`config.mk`:
```
export PLATFORM = sky130hd
export DESIGN_NAME = multicycle_control_unit
export DESIGN_NICKNAME = d
export VERILOG_FILES = /design/src/rtl/mcu_pkg.sv /design/src/rtl/multicycle_control_unit_alu_decoder.sv /design/src/rtl/multicycle_control_unit.sv
export SDC_FILE = /design/constraint.sdc
export NUM_CORES = 1
export LEC_CHECK = 0
export ABC_CLOCK_PERIOD_IN_PS = 3650
export BUFFER_PORTS_ARGS = -buffer_cell sky130_fd_sc_hd__buf_2
export CORE_ASPECT_RATIO = 1.1
export CORE_MARGIN = 10
export CORE_UTILIZATION = 54
export DETAILED_ROUTE_END_ITERATION = 7
export PLACE_DENSITY = 0.83
export SLEW_MARGIN = 15
export SYNTH_ARGS = -nofsm -noshare
export SYNTH_HDL_FRONTEND = slang
export SYNTH_SLANG_ARGS = --single-unit
```
`constraint.sdc`:
```
create_clock -name clk -period 3.65 [get_ports clk]
set_input_delay 0.73 -clock clk [delete_from_list [all_inputs] [get_ports clk]]
set_output_delay 0.73 -clock clk [all_outputs]
set_load 0.05 [all_outputs]
```
`src/rtl/mcu_pkg.sv`:
```
// Shared encodings for the multi-cycle RV32I control unit: opcodes, ALU codes,
// mux selects, FSM states and the control-word payload.
package mcu_pkg;

  localparam int unsigned OPCODE_W   = 7;
  localparam int unsigned ALU_CODE_W = 4;
  localparam int unsigned SEL_W      = 2;
  localparam int unsigned STATE_W    = 4;

  localparam logic [OPCODE_W-1:0] OP_NOP    = 7'b0000000;
  localparam logic [OPCODE_W-1:0] OP_LOAD   = 7'b0000011;
  localparam logic [OPCODE_W-1:0] OP_STORE  = 7'b0100011;
  localparam logic [OPCODE_W-1:0] OP_R      = 7'b0110011;
  localparam logic [OPCODE_W-1:0] OP_I      = 7'b0010011;
  localparam logic [OPCODE_W-1:0] OP_BRANCH = 7'b1100011;
  localparam logic [OPCODE_W-1:0] OP_JAL    = 7'b1101111;
  localparam logic [OPCODE_W-1:0] OP_JALR   = 7'b1100111;

  localparam logic [ALU_CODE_W-1:0] ALU_ADD = 4'b0000;
  localparam logic [ALU_CODE_W-1:0] ALU_SUB = 4'b0001;
  localparam logic [ALU_CODE_W-1:0] ALU_AND = 4'b0010;
  localparam logic [ALU_CODE_W-1:0] ALU_OR  = 4'b0011;
  localparam logic [ALU_CODE_W-1:0] ALU_SLT = 4'b0100;
  localparam logic [ALU_CODE_W-1:0] ALU_SLL = 4'b0101;
  localparam logic [ALU_CODE_W-1:0] ALU_SRL = 4'b0110;
  localparam logic [ALU_CODE_W-1:0] ALU_SRA = 4'b0111;

  localparam logic [SEL_W-1:0] SRCA_PC    = 2'd0;
  localparam logic [SEL_W-1:0] SRCA_OLDPC = 2'd1;
  localparam logic [SEL_W-1:0] SRCA_RS1   = 2'd2;
  localparam logic [SEL_W-1:0] SRCB_RS2   = 2'd0;
  localparam logic [SEL_W-1:0] SRCB_IMM   = 2'd1;
  localparam logic [SEL_W-1:0] SRCB_FOUR  = 2'd2;
  localparam logic [SEL_W-1:0] RES_ALUOUT = 2'd0;
  localparam logic [SEL_W-1:0] RES_RDATA  = 2'd1;
  localparam logic [SEL_W-1:0] RES_ALU    = 2'd2;

  typedef enum logic [STATE_W-1:0] {
    FETCH  = 4'd0,  DECODE = 4'd1,  MEMADR = 4'd2,  MEMRD  = 4'd3,
    MEMWB  = 4'd4,  MEMWR  = 4'd5,  EXEC_R = 4'd6,  EXEC_I = 4'd7,
    ALU_WB = 4'd8,  BRANCH = 4'd9,  JAL    = 4'd10, JALR   = 4'd11,
    LINK   = 4'd12, TRAP   = 4'd13
  } state_t;

  typedef enum logic [3:0] {
    OC_NOP, OC_LOAD, OC_STORE, OC_R, OC_I, OC_BRANCH, OC_JAL, OC_JALR, OC_BAD
  } opclass_t;

  typedef struct packed {
    logic                  mem_req;
    logic                  mem_we;
    logic                  adr_src;
    logic                  ir_write;
    logic                  pc_write;
    logic                  reg_write;
    logic [SEL_W-1:0]      alu_src_a;
    logic [SEL_W-1:0]      alu_src_b;
    logic [SEL_W-1:0]      result_src;
    logic [ALU_CODE_W-1:0] alu_ctrl;
  } ctrl_t;

  function automatic opclass_t decode_opclass(input logic [OPCODE_W-1:0] op);
    case (op)
      OP_NOP:    return OC_NOP;
      OP_LOAD:   return OC_LOAD;
      OP_STORE:  return OC_STORE;
      OP_R:      return OC_R;
      OP_I:      return OC_I;
      OP_BRANCH: return OC_BRANCH;
      OP_JAL:    return OC_JAL;
      OP_JALR:   return OC_JALR;
      default:   return OC_BAD;
    endcase
  endfunction

endpackage

```
`src/rtl/multicycle_control_unit_alu_decoder.sv`:
```
// Combinational ALU decoder: maps opcode class and funct fields to an ALU code
// and flags encodings outside the supported subset.
module alu_decoder
  import mcu_pkg::*;
#(
  parameter bit SUPPORT_SHIFT = 1'b1
) (
  input  opclass_t              opclass_i,
  input  logic [2:0]            funct3_i,
  input  logic [6:0]            funct7_i,
  output logic [ALU_CODE_W-1:0] alu_ctrl_o,
  output logic                  illegal_o
);

  logic is_r_c;
  logic f7_zero_c;
  logic f7_alt_c;
  logic shift_c;

  assign is_r_c    = (opclass_i == OC_R);
  assign f7_zero_c = (funct7_i == 7'b0000000);
  assign f7_alt_c  = (funct7_i == 7'b0100000);

  // funct7 only qualifies R-type ops and the I-type shift immediates
  always_comb begin
    alu_ctrl_o = ALU_ADD;
    illegal_o  = 1'b0;
    shift_c    = 1'b0;
    case (opclass_i)
      OC_R, OC_I: begin
        case (funct3_i)
          3'b000: begin
            if (is_r_c) begin
              if (f7_alt_c)        alu_ctrl_o = ALU_SUB;
              else if (!f7_zero_c) illegal_o  = 1'b1;
            end
          end
          3'b010: begin alu_ctrl_o = ALU_SLT; illegal_o = is_r_c && !f7_zero_c; end
          3'b110: begin alu_ctrl_o = ALU_OR;  illegal_o = is_r_c && !f7_zero_c; end
          3'b111: begin alu_ctrl_o = ALU_AND; illegal_o = is_r_c && !f7_zero_c; end
          3'b001: begin alu_ctrl_o = ALU_SLL; shift_c = 1'b1; illegal_o = !f7_zero_c; end
          3'b101: begin
            shift_c = 1'b1;
            if (f7_alt_c)       alu_ctrl_o = ALU_SRA;
            else if (f7_zero_c) alu_ctrl_o = ALU_SRL;
            else                illegal_o  = 1'b1;
          end
          default: illegal_o = 1'b1;
        endcase
        if (shift_c && !SUPPORT_SHIFT) illegal_o = 1'b1;
      end
      OC_BRANCH: begin
        alu_ctrl_o = ALU_SUB;
        illegal_o  = (funct3_i[2:1] != 2'b00);
      end
      OC_BAD:  illegal_o = 1'b1;
      default: ;
    endcase
  end

endmodule

```
`src/rtl/multicycle_control_unit.sv`:
```
// Multi-cycle RV32I controller: sequences PC/IR, shared ALU and unified memory,
// with a memory watchdog and a sticky trap state.
module multicycle_control_unit
  import mcu_pkg::*;
#(
  parameter int unsigned ALU_CTRL_W     = 4,
  parameter bit          SUPPORT_SHIFT  = 1'b1,
  parameter int unsigned TIMEOUT_CYCLES = 16
) (
  input  logic                  clk,
  input  logic                  rst,
  input  logic [6:0]            opcode,
  input  logic [2:0]            funct3,
  input  logic [6:0]            funct7,
  input  logic                  zero,
  input  logic                  mem_ready,
  output logic                  mem_req,
  output logic                  mem_we,
  output logic                  adr_src,
  output logic                  ir_write,
  output logic                  pc_write,
  output logic                  reg_write,
  output logic [1:0]            alu_src_a,
  output logic [1:0]            alu_src_b,
  output logic [1:0]            result_src,
  output logic [ALU_CTRL_W-1:0] alu_ctrl,
  output logic                  illegal_instr,
  output logic                  mem_timeout,
  output logic [3:0]            state_dbg
);

  localparam int unsigned WAIT_W = (TIMEOUT_CYCLES > 0) ? $clog2(TIMEOUT_CYCLES + 1) : 1;

  state_t              state_q, state_d;
  logic [WAIT_W-1:0]   wait_q, wait_d;
  logic                illegal_q, illegal_d;
  logic                timeout_q, timeout_d;
  opclass_t            opclass_c;
  logic [ALU_CODE_W-1:0] dec_alu_c;
  logic                dec_illegal_c;
  logic                waiting_c;
  logic                timeout_hit_c;
  ctrl_t               ctrl_c;

  assign opclass_c     = decode_opclass(opcode);
  assign timeout_hit_c = (TIMEOUT_CYCLES != 0) &&
                         ((wait_q + WAIT_W'(1)) == WAIT_W'(TIMEOUT_CYCLES));

  alu_decoder #(
    .SUPPORT_SHIFT (SUPPORT_SHIFT)
  ) u_alu_decoder (
    .opclass_i  (opclass_c),
    .funct3_i   (funct3),
    .funct7_i   (funct7),
    .alu_ctrl_o (dec_alu_c),
    .illegal_o  (dec_illegal_c)
  );

  always_ff @(posedge clk or posedge rst) begin
    if (rst) begin
      state_q   <= FETCH;
      wait_q    <= '0;
      illegal_q <= 1'b0;
      timeout_q <= 1'b0;
    end else begin
      state_q   <= state_d;
      wait_q    <= wait_d;
      illegal_q <= illegal_d;
      timeout_q <= timeout_d;
    end
  end

  // Next state and control word; FETCH handshake and branch decision are Mealy
  always_comb begin
    state_d          = state_q;
    wait_d           = '0;
    illegal_d        = illegal_q;
    timeout_d        = timeout_q;
    waiting_c        = 1'b0;
    ctrl_c           = '0;
    ctrl_c.alu_ctrl  = ALU_ADD;
    case (state_q)
      FETCH: begin
        ctrl_c.mem_req = 1'b1;
        if (mem_ready) begin
          ctrl_c.ir_write   = 1'b1;
          ctrl_c.pc_write   = 1'b1;
          ctrl_c.alu_src_a  = SRCA_PC;
          ctrl_c.alu_src_b  = SRCB_FOUR;
          ctrl_c.result_src = RES_ALU;
          state_d           = DECODE;
        end else begin
          waiting_c = 1'b1;
        end
      end
      DECODE: begin
        ctrl_c.alu_src_a = SRCA_OLDPC;
        ctrl_c.alu_src_b = SRCB_IMM;
        if (dec_illegal_c) begin
          state_d   = TRAP;
          illegal_d = 1'b1;
        end else begin
          case (opclass_c)
            OC_LOAD, OC_STORE: state_d = MEMADR;
            OC_R:              state_d = EXEC_R;
            OC_I:              state_d = EXEC_I;
            OC_BRANCH:         state_d = BRANCH;
            OC_JAL:            state_d = JAL;
            OC_JALR:           state_d = JALR;
            default:           state_d = FETCH;
          endcase
        end
      end
      MEMADR: begin
        ctrl_c.alu_src_a = SRCA_RS1;
        ctrl_c.alu_src_b = SRCB_IMM;
        state_d          = (opclass_c == OC_STORE) ? MEMWR : MEMRD;
      end
      MEMRD, MEMWR: begin
        ctrl_c.mem_req = 1'b1;
        ctrl_c.mem_we  = (state_q == MEMWR);
        ctrl_c.adr_src = 1'b1;
        if (mem_ready) state_d = (state_q == MEMRD) ? MEMWB : FETCH;
        else           waiting_c = 1'b1;
      end
      MEMWB: begin
        ctrl_c.result_src = RES_RDATA;
        ctrl_c.reg_write  = 1'b1;
        state_d           = FETCH;
      end
      EXEC_R, EXEC_I: begin
        ctrl_c.alu_src_a = SRCA_RS1;
        ctrl_c.alu_src_b = (state_q == EXEC_I) ? SRCB_IMM : SRCB_RS2;
        ctrl_c.alu_ctrl  = dec_alu_c;
        state_d          = ALU_WB;
      end
      ALU_WB: begin
        ctrl_c.result_src = RES_ALUOUT;
        ctrl_c.reg_write  = 1'b1;
        state_d           = FETCH;
      end
      BRANCH: begin
        ctrl_c.alu_src_a  = SRCA_RS1;
        ctrl_c.alu_src_b  = SRCB_RS2;
        ctrl_c.alu_ctrl   = ALU_SUB;
        ctrl_c.result_src = RES_ALUOUT;
        ctrl_c.pc_write   = (funct3 == 3'b000) ? zero : !zero;
        state_d           = FETCH;
      end
      JAL: begin
        ctrl_c.result_src = RES_ALUOUT;
        ctrl_c.pc_write   = 1'b1;
        state_d           = LINK;
      end
      JALR: begin
        ctrl_c.alu_src_a  = SRCA_RS1;
        ctrl_c.alu_src_b  = SRCB_IMM;
        ctrl_c.result_src = RES_ALU;
        ctrl_c.pc_write   = 1'b1;
        state_d           = LINK;
      end
      LINK: begin
        ctrl_c.alu_src_a  = SRCA_OLDPC;
        ctrl_c.alu_src_b  = SRCB_FOUR;
        ctrl_c.result_src = RES_ALU;
        ctrl_c.reg_write  = 1'b1;
        state_d           = FETCH;
      end
      TRAP:    ;
      default: state_d = FETCH;
    endcase
    // A ready in the final counted cycle never reaches here, so ready wins
    if (waiting_c) begin
      if (timeout_hit_c) begin
        state_d   = TRAP;
        timeout_d = 1'b1;
      end else begin
        wait_d = wait_q + WAIT_W'(1);
      end
    end
  end

  assign mem_req       = ctrl_c.mem_req;
  assign mem_we        = ctrl_c.mem_we;
  assign adr_src       = ctrl_c.adr_src;
  assign ir_write      = ctrl_c.ir_write;
  assign pc_write      = ctrl_c.pc_write;
  assign reg_write     = ctrl_c.reg_write;
  assign alu_src_a     = ctrl_c.alu_src_a;
  assign alu_src_b     = ctrl_c.alu_src_b;
  assign result_src    = ctrl_c.result_src;
  assign alu_ctrl      = ALU_CTRL_W'(ctrl_c.alu_ctrl);
  assign illegal_instr = illegal_q;
  assign mem_timeout   = timeout_q;
  assign state_dbg     = STATE_W'(state_q);

endmodule
```
Word-level counts from Yosys, hierarchy flattened
Index checks and enable logic that the tools add are counted.
W data, S select, Z words.
{"block": "op_classes", "addsub": 1, "n_eq_ne": 35, "muxes": 37, "reduce_logical": 20}
{"cell": "$pmux W4 S6", "count": 3}
{"cell": "$eq A4 B3 Y1 const B", "count": 8}
{"cell": "$mux W4", "count": 8}
{"cell": "$pmux W4 S8", "count": 1}
{"cell": "$eq A4 B4 Y1 const B", "count": 7}
{"cell": "$pmux W4 S7", "count": 1}
{"cell": "$eq A7 B6 Y1 const B", "count": 3}
{"cell": "$eq A7 B7 Y1 const B", "count": 3}
{"cell": "$eq A4 B2 Y1 const B", "count": 4}
{"cell": "$pmux W4 S2", "count": 2}
{"cell": "$logic_not A7 Y1", "count": 2}
{"cell": "$reduce_or A2 Y1", "count": 7}
{"cell": "$mux W1", "count": 11}
{"cell": "$mux W5", "count": 2}
{"cell": "$eq A3 B3 Y1 const B", "count": 3}
{"cell": "$mux W3", "count": 3}
{"cell": "$reduce_or A3 Y1", "count": 3}
{"cell": "$eq A4 B1 Y1 const B", "count": 2}
{"cell": "$eq A7 B2 Y1 const B", "count": 1}
{"cell": "$eq A7 B5 Y1 const B", "count": 1}
{"cell": "$pmux W1 S3", "count": 2}
{"cell": "$pmux W2 S3", "count": 1}
{"cell": "$add A5 B1 Y5 const B", "count": 1}
{"cell": "$eq A5 B5 Y1 const B", "count": 1}
{"cell": "other kinds (10)", "count": 13}
{"block": "totals", "register_bits": 11, "input_bits": 21, "out_inout_bits": 22, "wordCells": 97}

Longest topological paths before layout
{"block": "depth", "depth_word": 10, "depth_mapped": 6, "ltp_nobuf": 5}

Modules after synthesis
A second synthesis with hierarchy kept.
{"block": "hier_totals", "hier_cells": 171, "hier_area_um2": 1290.0}
{"module": "multicycle_control_unit", "instances": 1, "cells_each": 128, "area_per_inst_um2": 1016.0, "seq_area_each_um2": 275.3}
{"module": "alu_decoder", "instances": 1, "cells_each": 43, "area_per_inst_um2": 274.0, "seq_area_each_um2": 0.0}

Worst setup path after synthesis
Ideal clock, no wire load.
{"block": "synth_path", "path_type": "register -> output", "startpoint": "register state_q[2], in the netlist state_dbg[2]", "endpoint": "output port result_src[1]", "arrival_time_ns": 2.827, "t_required_ns": 2.920, "path_slack_ns": 0.093, "path_stages_with_launch": 6, "n_path_buf": 1, "path_cell_list": "dfrtp_1 -> clkbuf_1 -> nor2_1 -> nand2_1 -> a21boi_0 -> a31o_2"}
{"block": "synth_via", "elab_chain_len": 3, "elab_cells_between_ends": 6, "classes_between": "eq/ne: 3; mux: 1; reduce/logical: 2"}
{"item": "from (decl)", "line_no": "multicycle_control_unit.sv:34", "rtl": "state_t state_q, state_d;"}
{"item": "from (signal assigned)", "line_no": "multicycle_control_unit.sv:66", "rtl": "state_q <= state_d;"}
{"item": "$eq A4 B4 Y1", "line_no": "multicycle_control_unit.sv:82", "rtl": "case (state_q)"}
{"item": "$reduce_or A2 Y1 (no source line)"}
{"item": "$pmux W2 S3 *", "line_no": "multicycle_control_unit.sv:82"}
{"item": "to (decl)", "line_no": "multicycle_control_unit.sv:25", "rtl": "output logic [1:0] result_src,"}
Mark *: on every way between the ends. The rest lies on a longest branch, timed or not.

Final worst setup path
{"block": "layout_path", "startpoint": "input port opcode[2]", "endpoint": "output port alu_ctrl[0]"}
{"block": "layout_via", "elab_chain_len": 7, "elab_cells_between_ends": 17, "classes_between": "eq/ne: 10; mux: 5; reduce/logical: 2"}
{"item": "from (decl)", "line_no": "multicycle_control_unit.sv:12", "rtl": "input logic [6:0] opcode,"}
{"item": "$eq A7 B7 Y1 (tied with other cells)", "line_no": "mcu_pkg.sv:63", "rtl": "case (op)"}
{"item": "$pmux W4 S8 *", "line_no": "mcu_pkg.sv:63"}
{"item": "$eq A4 B2 Y1", "line_no": "multicycle_control_unit_alu_decoder.sv:20, multicycle_control_unit_alu_decoder.sv:29"}
{"item": "$mux W4", "line_no": "multicycle_control_unit_alu_decoder.sv:33", "rtl": "if (is_r_c) begin"}
{"item": "$pmux W4 S6", "line_no": "multicycle_control_unit_alu_decoder.sv:31", "rtl": "case (funct3_i)"}
{"item": "$pmux W4 S2 *", "line_no": "multicycle_control_unit_alu_decoder.sv:29", "rtl": "case (opclass_i)"}
{"item": "$pmux W4 S2 *", "line_no": "multicycle_control_unit.sv:82"}
{"item": "to (decl)", "line_no": "multicycle_control_unit.sv:26", "rtl": "output logic [ALU_CTRL_W-1:0] alu_ctrl,"}
Marked as above.

==> impl_metrics.csv <==
group,metric,value,unit
logic_synthesis,ys_types,50,
sta,slew_headroom,0.566,
sta,tns,0,ns
cells_and_area,antenna_cells,0,
clock_network,cts_root_buf,"clkbuf_4",
die,core_area,2230,sq um
sta,clock.fmax,339,MHz
logic_synthesis,synth_edf_count,0,
clock_network,cts_hold_buf,0,
global_routing,antenna_found_initial,0,
critical_path,crit_type,"in -> out",
sta,finalCritPeriodShare,0.809,
sta,rsz0062_at_grt,"false",
clock_network,clock-sinks,11,
cells_and_area,areaGrowthSynthToFinish,17.8,%
cells_and_area,drive_above_1_share,0.248,
drt,vias,1402,
run,max-cap-violations,0,
logic_synthesis,synth_area,1240,sq um
sta,hold_violations,0,
placement,io_buffers,41,
sta,worstMarginPinSlew,0.651,ns
drt,post-route-drc-count,0,
drt,drt_iter0_markers,74,
power,ir_drop,0.000490,V
die,rows,18,
global_routing,grt_pass1_wl,5.65,mm
clock_network,clkTransAtPathRegs,0.07,ns
global_routing,grt_use_total,0.143,
critical_path,cp_max_fo,8,
sta,setup_ws,0.697,ns
drt,routed_via_density,5.84,
placement,gp_congestion,0.868,
die,start_util,0.556,
logic_synthesis,netlist.area_leader.share,0.222,
cells_and_area,stdcell_area,1460,sq um
logic_synthesis,synthArstFlopShare,1.00,
logic_synthesis,synthTopCellsByArea,"dfrtp_1 22%, nor2_1 7.3%, o21ai_0 4.4%",
critical_path,reg2regPathDepth,5,
logic_synthesis,synth_simple_gate_area_share,0.389,
placement,hpwlAfterDp,2.72,mm
critical_path,reg2reg_to,"state_dbg[0]",
global_routing,first_global_vias,1301,
sta,slew_viol_final,0,
die,die_x,65.7,microns
clock_network,cts_tree,"done",
logic_synthesis,synth_ff_type,"dfrtp_1",
critical_path,critPathLaunchType,"primary input",
critical_path,arrival,2.22,ns
critical_path,critPathCaptureType,"output port",
drt,ant_nets,0,
global_routing,grt_overflow_total,0,
logic_synthesis,ys_warn_count,0,
logic_synthesis,synth_adder_area_share,0.0101,
clock_network,cts.path.max_buffers,2,
power,p_leak,0.000670,uW
critical_path,worst-r2r-setup-slack,1.42,ns
logic_synthesis,synth_compound_area_frac,0.274,
sta,setup_viol,0,
worst_hold_path,min_path_type,"in -> async",
logic_synthesis,syn-num-nets,197,
drt,wirelength,3.44,mm
logic_synthesis,yosys_register_bits,11,
drt,drt_pass1_iterations,4,
outcome,status,"completed",
clock_network,cts_resized,0,
critical_path,timing.rr.start,"state_dbg[1]",
logic_synthesis,yosysTopAreaCell,"dfrtp_1",
power,power.density,667,nW/um^2
logic_synthesis,synth_top_family_by_area,"simple AND/OR/NAND/NOR gates",
logic_synthesis,syn_area_per_cell,7.08,sq um
logic_synthesis,synthMuxAreaShare,0,
die,die-area,4610,sq um
sta,fin_worst_skew,0.00426,ns
critical_path,cp.required,2.92,ns
clock_network,htree_levels,1,
clock_network,cts_buffers,3,
clock_network,cts_setup_buffers,0,
clock_network,clkLatencyLatePin,0.27,ns
cells_and_area,nets,233,
logic_synthesis,synthXorXnorAreaFrac,0.0354,
sta,period_needed,2.95,ns
placement,placed_area,1430,sq um
die,die_h,70.2,microns
placement,place_ws,0.685,ns
logic_synthesis,synthCells,175,
logic_synthesis,synth-seq-area-share,0.222,
global_routing,grt_max_degree,25,
die,io_pins,43,
drt,wire_per_inst,14.3,microns
## stage by stage
| stage | std cells | hold slack, ns | total power [uW] | util |
|---|---|---|---|---|
| finish | 240 | 0.429 | 973 | 0.654 |
| global route | 240 | 0.462 | 1040 | 0.654 |
| CTS | 240 | 0.442 | 976 | 0.654 |
| detailed placement | 236 | 0.457 | 891 | 0.643 |
| global placement | 236 | 0.442 | 883 | 0.643 |
| floorplan | 175 | 0.505 | 747 | - |
## report_power, final
group / internal, uW / switching (uW)
Combinational: 183 / 484
Sequential: 145 / 77.3
Clock: 42.4 / 41.0
## routing by layer
| layer | track usage | share of wire |
|---|---|---|
| met5 | 0 | 0 |
| met4 | 0.0286 | 0.0020 |
| met3 | 0.0478 | 0.084 |
| met2 | 0.239 | 0.48 |
| met1 | 0.169 | 0.44 |
## synth_stat cells (all sizes together) (2+ instances only)
cell type and count:
o211ai 5, nand2b 3, a2111oi 2, nand2 13
or2 2, a21o 2, or4 2, nor2 24
and3 3, o21ai 11, nor2b 7, o21a 2
nor3b 3, a21oi 9, nand4 6, dfrtp 11
and3b 2, buf 2, inv 9, nand3 9
nand3b 3, xnor2 3, a32oi 2, nor3 8
a22oi 2, clkbuf 8, a31oi 2, a31o 2
xor2 2
## worst max-delay path by stage
stage | endpoint | cells past startpoint | from
after global placement | alu_ctrl[0] | 7 | opcode[2]
after CTS | alu_ctrl[0] | 7 | opcode[2]
after global routing | alu_ctrl[0] | 7 | opcode[2]
final | alu_ctrl[0] | 7 | opcode[2]
after detailed placement | alu_ctrl[0] | 7 | opcode[2]
after floorplan | result_src[1] | 5 | state_dbg[2]
## cells by family (layout without fill, tap and decap cells)
| logic type | count (synthesis) | in the layout |
|---|---|---|
| AOI/OAI and AO/OA | 48 | 48 |
| xor gates and xnor gates | 5 | 5 |
| adders and majority gates | 1 | 1 |
| buffers and inverters | 19 | 54 |
| DFF | 11 | 11 |
| other | 1 | 1 |
| and+or+nand+nor | 90 | 90 |
## worst max-delay path: stages
cell	delay, ns
buf_2	0.13
and4bb_1	0.42
and2_4	0.23
nand3_1	0.12
nand3b_1	0.22
o211ai_1	0.08
buf_2	0.29
## registers in the layout (all words and copies together) (netlist names)
signal / cells
mem_timeout: 1
state_dbg: 4
wait_q: 5
illegal_instr: 1
## cell usage in the layout (no fill, tap or decap), drive strengths merged, types with 7 or more instances in the layout
cell type,Yosys,layout
nand3,9,9
nand2,13,13
nor3,8,8
nor2,24,24
buf,2,41
a21oi,9,9
nor2b,7,7
o21ai,11,11
dfrtp,11,11
inv,9,9
## layout make-up
class | instances | area [sq um]
Sequential cell | 11 | 275
Fill cell | 205 | 771
Inverter | 9 | 33.8
Tap cell | 30 | 37.5
Multi-Input combinational cell | 145 | 881
Clock buffer | 4 | 26.3
Timing Repair Buffer | 41 | 205
(Power assumes the default switching activity.)
